**config.mk**
```make
export PLATFORM = sky130hd
export DESIGN_NAME = pipeline_hazard_ctrl
export DESIGN_NICKNAME = d
export VERILOG_FILES = /design/src/rtl/pipeline_hazard_ctrl_pkg.sv /design/src/rtl/pipeline_hazard_ctrl_hazard_detect.sv /design/src/rtl/pipeline_hazard_ctrl.sv
export SDC_FILE = /design/constraint.sdc
export NUM_CORES = 1
export LEC_CHECK = 0
export ABC_AREA = 1
export CAP_MARGIN = 20
export CORE_ASPECT_RATIO = 1.1
export CORE_UTILIZATION = 46
export DETAILED_ROUTE_END_ITERATION = 7
export PLACE_DENSITY = 0.78
export SLEW_MARGIN = 20
export SYNTH_ARGS = -nofsm -noshare
export SYNTH_HDL_FRONTEND = slang
export SYNTH_SLANG_ARGS = --single-unit
```
**constraint.sdc**
```tcl
create_clock -name clk -period 2.69 [get_ports clk]
set_input_delay 0.269 -clock clk [delete_from_list [all_inputs] [get_ports clk]]
set_output_delay 0.269 -clock clk [all_outputs]
set_load 0.1 [all_outputs]
```
**src/rtl/pipeline_hazard_ctrl_pkg.sv**
```systemverilog
`default_nettype none
// ============================================================================
// Module  : pipeline_hazard_ctrl_pkg
// Brief   : Shared types and defaults for the pipeline hazard controller.
// Revision: 1.0
// ============================================================================
package pipeline_hazard_ctrl_pkg;

    localparam int unsigned DEF_REG_ADDR_W = 4;

    typedef enum logic [1:0] {
        ST_RUN      = 2'd0,
        ST_MEM_WAIT = 2'd1,
        ST_TIMEOUT  = 2'd2
    } state_e;

endpackage
`default_nettype wire

```
**src/rtl/pipeline_hazard_ctrl_hazard_detect.sv**
```systemverilog
`default_nettype none
// ============================================================================
// Module  : pipeline_hazard_ctrl_hazard_detect
// Brief   : Combinational RAW match of ID sources against EX/MEM destinations.
// Revision: 1.0
// ============================================================================
module pipeline_hazard_ctrl_hazard_detect
    import pipeline_hazard_ctrl_pkg::*;
#(
    parameter int unsigned REG_ADDR_W = DEF_REG_ADDR_W,
    parameter bit          FWD_EN     = 1'b0
) (
    input  logic [REG_ADDR_W-1:0] src1_id,
    input  logic [REG_ADDR_W-1:0] src2_id,
    input  logic                  use_src1_id,
    input  logic                  use_src2_id,
    input  logic                  exe_wb_en,
    input  logic [REG_ADDR_W-1:0] exe_dest,
    input  logic                  exe_mem_read,
    input  logic                  mem_wb_en,
    input  logic [REG_ADDR_W-1:0] mem_dest,
    output logic                  hazard
);

    logic exe_hit;
    logic mem_hit;
    logic exe_qual;

    always_comb begin
        exe_hit = exe_wb_en & ((use_src1_id & (src1_id == exe_dest)) |
                               (use_src2_id & (src2_id == exe_dest)));
        mem_hit = mem_wb_en & ((use_src1_id & (src1_id == mem_dest)) |
                               (use_src2_id & (src2_id == mem_dest)));
        // With forwarding, only a load in EX cannot be bypassed in time.
        exe_qual = FWD_EN ? (exe_hit & exe_mem_read) : exe_hit;
        hazard   = exe_qual | (mem_hit & ~FWD_EN);
    end

endmodule
`default_nettype wire

```
**src/rtl/pipeline_hazard_ctrl.sv**
```systemverilog
`default_nettype none
// ============================================================================
// Module  : pipeline_hazard_ctrl
// Brief   : Pipeline sequencer: freeze/bubble/flush priority, memory-wait FSM
//           with timeout abort, and saturating stall counter.
// Revision: 1.0
// ============================================================================
module pipeline_hazard_ctrl
    import pipeline_hazard_ctrl_pkg::*;
#(
    parameter int unsigned REG_ADDR_W  = DEF_REG_ADDR_W,
    parameter bit          FWD_EN      = 1'b0,
    parameter int unsigned MEM_TIMEOUT = 16,
    parameter int unsigned CNT_W       = 16
) (
    input  logic                  clk,
    input  logic                  rst,
    input  logic [REG_ADDR_W-1:0] src1_id,
    input  logic [REG_ADDR_W-1:0] src2_id,
    input  logic                  use_src1_id,
    input  logic                  use_src2_id,
    input  logic                  exe_wb_en,
    input  logic [REG_ADDR_W-1:0] exe_dest,
    input  logic                  exe_mem_read,
    input  logic                  mem_wb_en,
    input  logic [REG_ADDR_W-1:0] mem_dest,
    input  logic                  branch_taken_exe,
    input  logic                  mem_req,
    input  logic                  mem_ready,
    output logic                  freeze,
    output logic                  bubble_id,
    output logic                  flush,
    output logic                  mem_stall,
    output logic                  mem_timeout,
    output logic [CNT_W-1:0]      stall_count
);

    localparam int unsigned          WAIT_W    = $clog2(MEM_TIMEOUT);
    localparam logic [WAIT_W-1:0]    WAIT_LAST = WAIT_W'(MEM_TIMEOUT - 1);

    state_e             state_q, state_d;
    logic [WAIT_W-1:0]  wait_cnt_q, wait_cnt_d;
    logic               timeout_q, timeout_d;
    logic [CNT_W-1:0]   stall_cnt_q, stall_cnt_d;
    logic               stall_raw;
    logic               hazard;

    pipeline_hazard_ctrl_hazard_detect #(
        .REG_ADDR_W (REG_ADDR_W),
        .FWD_EN     (FWD_EN)
    ) u_hazard_detect (
        .src1_id      (src1_id),
        .src2_id      (src2_id),
        .use_src1_id  (use_src1_id),
        .use_src2_id  (use_src2_id),
        .exe_wb_en    (exe_wb_en),
        .exe_dest     (exe_dest),
        .exe_mem_read (exe_mem_read),
        .mem_wb_en    (mem_wb_en),
        .mem_dest     (mem_dest),
        .hazard       (hazard)
    );

    always_ff @(posedge clk or negedge rst) begin
        if (!rst) begin
            state_q     <= ST_RUN;
            wait_cnt_q  <= '0;
            timeout_q   <= 1'b0;
            stall_cnt_q <= '0;
        end else begin
            state_q     <= state_d;
            wait_cnt_q  <= wait_cnt_d;
            timeout_q   <= timeout_d;
            stall_cnt_q <= stall_cnt_d;
        end
    end

    always_comb begin
        state_d    = state_q;
        wait_cnt_d = wait_cnt_q;
        stall_raw  = 1'b0;
        case (state_q)
            ST_RUN: begin
                if (mem_req && !mem_ready) begin
                    stall_raw  = 1'b1;
                    state_d    = ST_MEM_WAIT;
                    wait_cnt_d = '0;
                end
            end
            ST_MEM_WAIT: begin
                if (mem_ready) begin
                    state_d = ST_RUN;
                end else begin
                    stall_raw = 1'b1;
                    if (wait_cnt_q == WAIT_LAST) begin
                        state_d = ST_TIMEOUT;
                    end else begin
                        wait_cnt_d = wait_cnt_q + 1'b1;
                    end
                end
            end
            ST_TIMEOUT: state_d = ST_RUN;
            default:    state_d = ST_RUN;
        endcase
    end

    // A taken branch squashes the ID instruction, so its hazard is moot.
    always_comb begin
        freeze    = 1'b0;
        bubble_id = 1'b0;
        flush     = 1'b0;
        mem_stall = 1'b0;
        if (rst) begin
            if (stall_raw) begin
                mem_stall = 1'b1;
                freeze    = 1'b1;
            end else if (branch_taken_exe) begin
                flush = 1'b1;
            end else if (hazard) begin
                freeze    = 1'b1;
                bubble_id = 1'b1;
            end
        end
    end

    always_comb begin
        timeout_d   = timeout_q | (state_d == ST_TIMEOUT);
        stall_cnt_d = stall_cnt_q;
        if ((freeze || mem_stall) && (stall_cnt_q != {CNT_W{1'b1}})) begin
            stall_cnt_d = stall_cnt_q + 1'b1;
        end
    end

    assign mem_timeout = timeout_q;
    assign stall_count = stall_cnt_q;

endmodule
`default_nettype wire

```
-- After elaboration in Yosys (flattened, before gate mapping)
Index checks and enable logic that the tools add are counted.
- register bits after elaboration: 23
- output and inout bits: 21
- logic and storage cells: 56
- add/subtract/negate cells: 2
- equality and inequality tests: 11
- muxes and demuxes: 22
- bitwise logic cells: 10
- reductions and logical operators: 7
- operators by type and width (cell ; count):
    16-bit by 1-bit adder with 16-bit output, second input constant ; 1
    4-bit equality test ; 4
    16-bit != test, second input constant ; 1
    1-bit 2-to-1 mux ; 13
    4-bit 2-to-1 mux ; 3
    4-bit case mux with 2 select lines ; 1
    1-bit bitwise AND ; 6
    2-bit 2-to-1 mux ; 3
    2-bit != test, second input constant ; 3
    4-bit by 1-bit adder with 4-bit output, second input constant ; 1
    4-bit equality test, second input constant ; 1
    1-bit bitwise OR ; 4
    2-bit case mux with 2 select lines ; 1
    4-bit AND reduction ; 1
    2-bit by 1-bit equality test with 1-bit output, second input constant ; 1
    2-bit equality test, second input constant ; 1
    1-bit logical AND ; 2
    2-bit logical NOT ; 1
    1-bit case mux with 2 select lines ; 1
    2-bit nonzero test ; 1
    1-bit logical NOT ; 1
    1-bit logical OR ; 1

-- Longest topological paths before layout
- depth in word-level cells: 11
- depth in mapped cells: 14
- depth with buffers taken out: 13

-- Cells and area by module
Synthesis repeated with hierarchy kept, for this count alone.
- cell total of the unflattened synthesis: 265
- area, all modules: 1672.9 sq um
- by module, submodules not included (module ; times used ; cells each ; area an instance (sq um) ; seq. area each (sq um)):
    pipeline_hazard_ctrl ; 1 ; 195 ; 1385.1 ; 575.6
    pipeline_hazard_ctrl_hazard_detect ; 1 ; 70 ; 287.8 ; 0.0

-- Worst setup path after synthesis
Ideal clock, no wire load.
- path kind: reg-to-reg
- from: reg state_q[0]
- to: reg stall_cnt_q[0] (netlist: stall_count[0])
- setup time: 0.068 ns
- arrival: 3.100 ns
- required time: 2.622 ns
- slack: -0.477 ns
- stages on the path, launching flop included: 11
- clock period less this slack: 3.167 ns
- path through: dfrtp_1 -> nor2_1 -> nand3_1 -> nand2_1 -> inv_2 -> nor2_1 -> inv_1 -> nand2_2 -> buf_2 -> nand3_1 -> nand2_1
- longest elaborated chain between the ends: 6
- elaborated cells between the ends (all ways): 9
- classes of those cells: eq/ne: 1; mux: 5; reduce/logical: 3
- RTL lines (item ; RTL line ; RTL):
    from (decl) ; pipeline_hazard_ctrl.sv:41 ; state_e state_q, state_d;
    from (signal assigned) ; pipeline_hazard_ctrl.sv:71 ; state_q <= state_d;
    2-bit by 1-bit equality test with 1-bit output or 2-bit logical NOT (tied branches) ; pipeline_hazard_ctrl.sv:82 ; case (state_q)
    1-bit case mux with 2 select lines * ; pipeline_hazard_ctrl.sv:82 ;
    1-bit 2-to-1 mux * ; pipeline_hazard_ctrl.sv:114 ; if (stall_raw) begin
    1-bit 2-to-1 mux * ; pipeline_hazard_ctrl.sv:113 ; if (rst) begin
    via mem_stall ; pipeline_hazard_ctrl.sv:33 ; output logic mem_stall,
    1-bit logical OR * ; pipeline_hazard_ctrl.sv:129 ; if ((freeze || mem_stall) && (stall_cnt_q != {CNT_W{1'b1}})) begin
    1-bit logical AND * ; pipeline_hazard_ctrl.sv:129 ;
    to (signal assigned) ; pipeline_hazard_ctrl.sv:74 ; stall_cnt_q <= stall_cnt_d;
    to (decl) ; pipeline_hazard_ctrl.sv:44 ; logic [CNT_W-1:0] stall_cnt_q, stall_cnt_d;
The timed path passes the listed nets; every way through them passes the cells marked *.
A chain may end at the register's enable or synchronous reset.

-- Worst setup path in the final report
- from: in src1_id[1]
- to: out freeze
- longest elaborated chain between the ends: 9
- elaborated cells between the ends (all ways): 13
- classes of those cells: eq/ne: 2; mux: 4; bitwise: 7
- RTL lines (item ; RTL line ; RTL):
    from (decl) ; pipeline_hazard_ctrl.sv:18 ; input logic [REG_ADDR_W-1:0] src1_id,
    4-bit equality test (on tied branches) ; pipeline_hazard_ctrl_hazard_detect.sv:30, pipeline_hazard_ctrl_hazard_detect.sv:32 ;
    1-bit bitwise AND (on tied branches) ; pipeline_hazard_ctrl_hazard_detect.sv:30, pipeline_hazard_ctrl_hazard_detect.sv:32 ;
    1-bit bitwise OR (on tied branches) ; pipeline_hazard_ctrl_hazard_detect.sv:30, pipeline_hazard_ctrl_hazard_detect.sv:32 ;
    1-bit bitwise AND (on tied branches) ; pipeline_hazard_ctrl_hazard_detect.sv:30, pipeline_hazard_ctrl_hazard_detect.sv:32 ;
    1-bit bitwise OR * ; pipeline_hazard_ctrl_hazard_detect.sv:36 ; hazard = exe_qual | (mem_hit & ~FWD_EN);
    1-bit 2-to-1 mux * ; pipeline_hazard_ctrl.sv:119 ; end else if (hazard) begin
    1-bit 2-to-1 mux * ; pipeline_hazard_ctrl.sv:117 ; end else if (branch_taken_exe) begin
    1-bit 2-to-1 mux * ; pipeline_hazard_ctrl.sv:114 ;
    1-bit 2-to-1 mux * ; pipeline_hazard_ctrl.sv:113 ;
    to (decl) ; pipeline_hazard_ctrl.sv:30 ; output logic freeze,
Mark *: on every way between the ends. The rest lies on a longest branch, timed or not.

==> impl_metrics.toml <==
[place]
routabilityCongestion = 0.828
post-dp-hpwl_mm = 2.76
port_buffers = 45

[critical_path]
crit_required_ns = 2.42
slowest_delay_ns = 0.51
path_max_fanout = 11
worstPathCellList = "clkdlybuf4s50_1 -> inv_1 -> nand2_1 -> nand2_1 -> nor2_1 -> nand3_1 -> nand2_1 -> nand2_1 -> nand2_1 -> nand2_1 -> nand2_2 -> buf_12"
start_kind = "input port"
end_kind = "output pin"
crit_type = "in2out"
crit_arrival_ns = 1.87
cp_slowest_cell = "clkdlybuf4s50_1"
crit_top_cell = "nand2_1"

[clock_network]
cts_made_buffers = 3
clockBufferDepth = 2
post_cts_buffers = 0
clk_pin_slew_ns = 0.13
htree_levels = 1
postCtsHoldBufs = 0
cts_tree = "yes"
cts_resized = 0
cts_sinks = 23
clk_latency_ns = 0.31
cts_root_buf = "clkbuf_4"

[finish]
layout_commonest_cell = "nand2_1"
drive_gt1_share_pct = 12.2
syn_to_final_growth_pct = 32.7
antenna_cells = 0
mostFrequentLayoutCells = "nand2_1, nor2_1, inv_1, nand3_1, clkdlybuf4s50_1"
layout.nets = 316

[drt]
num_vias = 1594
wl_per_cell_um = 10.8
drc = 0
ant_nets = 0
drt_iter0_markers = 85
wirelength_mm = 3.62
via_per_inst = 4.76
drt_first_pass_iters = 5

[global_route]
antenna_found_initial = 0
grt_max_degree = 25
grtUsageTotal_pct = 20.8
grt_pass1_wl_mm = 6.16
grt_pass1_vias = 1429
grt_overflow = 0

[power]
powerDensity_nw_per_um2 = 502
ir_drop_uv = 705
p_leak_nw = 1.15
finalPower_mw = 1.08

[outcome]
status = "finished clean"

[floorplanning]
fp-row-count = 22
core_um2 = 3360
start_util_pct = 48.2
die_y_um = 64.2
dieWidth_um = 58.6
io_pins = 47
dieArea_um2 = 3760

[sta]
relSlewSlack_pct = 77.3
setup_viol = 0
min_period_ns = 2.14
skew_ns = 0.0113
fin_tns_setup_ns = 0
post-route-period-util_pct = 79.5
fmax_mhz = 468
rsz0062_at_grt = "no"
final_max_slew_viol_count = 0
finalHoldViolCount = 0
hold_ws_ns = 0.365
tightest_slew_ns = 0.337

[synthesis]
synth.distinct_cells = 25
ys_seq_elements = 23
syn_inst = 239
syn_nets = 267
syn-cell-area_um2 = 1620
ys_warn_count = 0
syn_area_per_cell_um2 = 6.78
ys_seq_area_share_pct = 35.5

[run]
maxCapViolations = 0

[hold_path]
hp-class = "in2async"
-- Yosys cell counts (all sizes together) --
library cell,number,share of area [%]
xnor2,8,4.3
ha,2,1.5
nor2,32,7.9
nor4,3,1.2
nand2,88,21
a31oi,1,0.39
nand3b,1,0.46
nand4,2,1.7
a22o,1,0.54
nand3,26,8.0
or2,1,0.39
inv,29,6.7
dfrtp,23,36
nor3,6,2.5
o21ai,3,0.93
buf,3,1.3
xor2,10,5.4
-- report_power, final --
part	internal, mW	total (mW)	switching, mW
clock network	0.0579	0.160	0.102
logic	0.141	0.489	0.348
registers	0.385	0.430	0.0449
-- final cells by class --
class,instances,area [um^2]
flip-flops and latches,23,576
inverters,29,109
fillers,313,1210
repair buffers,47,463
multi-input cells,184,917
well taps,48,60.1
clock buffers,4,26.3
-- logic make-up (layout without fill, tap and decap cells) --
kind of cell	count (synthesis)	count (layout)	synth area share, %
AOI/OAI and AO/OA	5	5	1.85
xor gates and xnor gates	18	18	9.73
adders and majority gates	2	2	1.54
buffers and inverters	32	80	8.03
DFF	23	23	35.5
and+or+nand+nor	159	159	43.3
-- metrics by stage --
step	util [%]	setup slack [ns]	instance area (um^2)	instances
floorplan	-	0.0595	1620	239
global placement	63.3	0.586	2120	331
detailed placement	63.3	0.557	2120	331
CTS	64.0	0.552	2150	335
global route	64.0	0.423	2150	335
finish	64.0	0.551	2150	335
-- path summary, 6_finish.rpt --
kind                                 from              to  cells after the start  slack, ns
max                            src1_id[1]          freeze                     12       0.55
min                                   rst  stall_count[9]                      2       0.37
max reg2reg                stall_count[0]  stall_count[4]                      9       0.69
min reg2reg                   mem_timeout     mem_timeout                      1       0.48
max in group asynchronous             rst   wait_cnt_q[0]                      2       2.08
min in group clk              mem_timeout     mem_timeout                      1       0.48
-- per-layer routing --
layer	global-route usage (%)	routed length, um	up-vias
li1	-	-	841
met1	27.2	1680	704
met2	36.5	1750	41
met3	1.82	146	8
met4	5.65	51	0
met5	0	0	-
-- sequential cells by signal (all words and copies together) (netlist names) --
register / count
stall_count: 16
mem_timeout: 1
wait_cnt_q: 4
state_q: 2
-- critical path, delay by kind of cell --
kind	cells	cell delay [ns]
buffers and inverters	3	0.80
and+or+nand+nor	9	0.79
(Power assumes the default switching activity.)
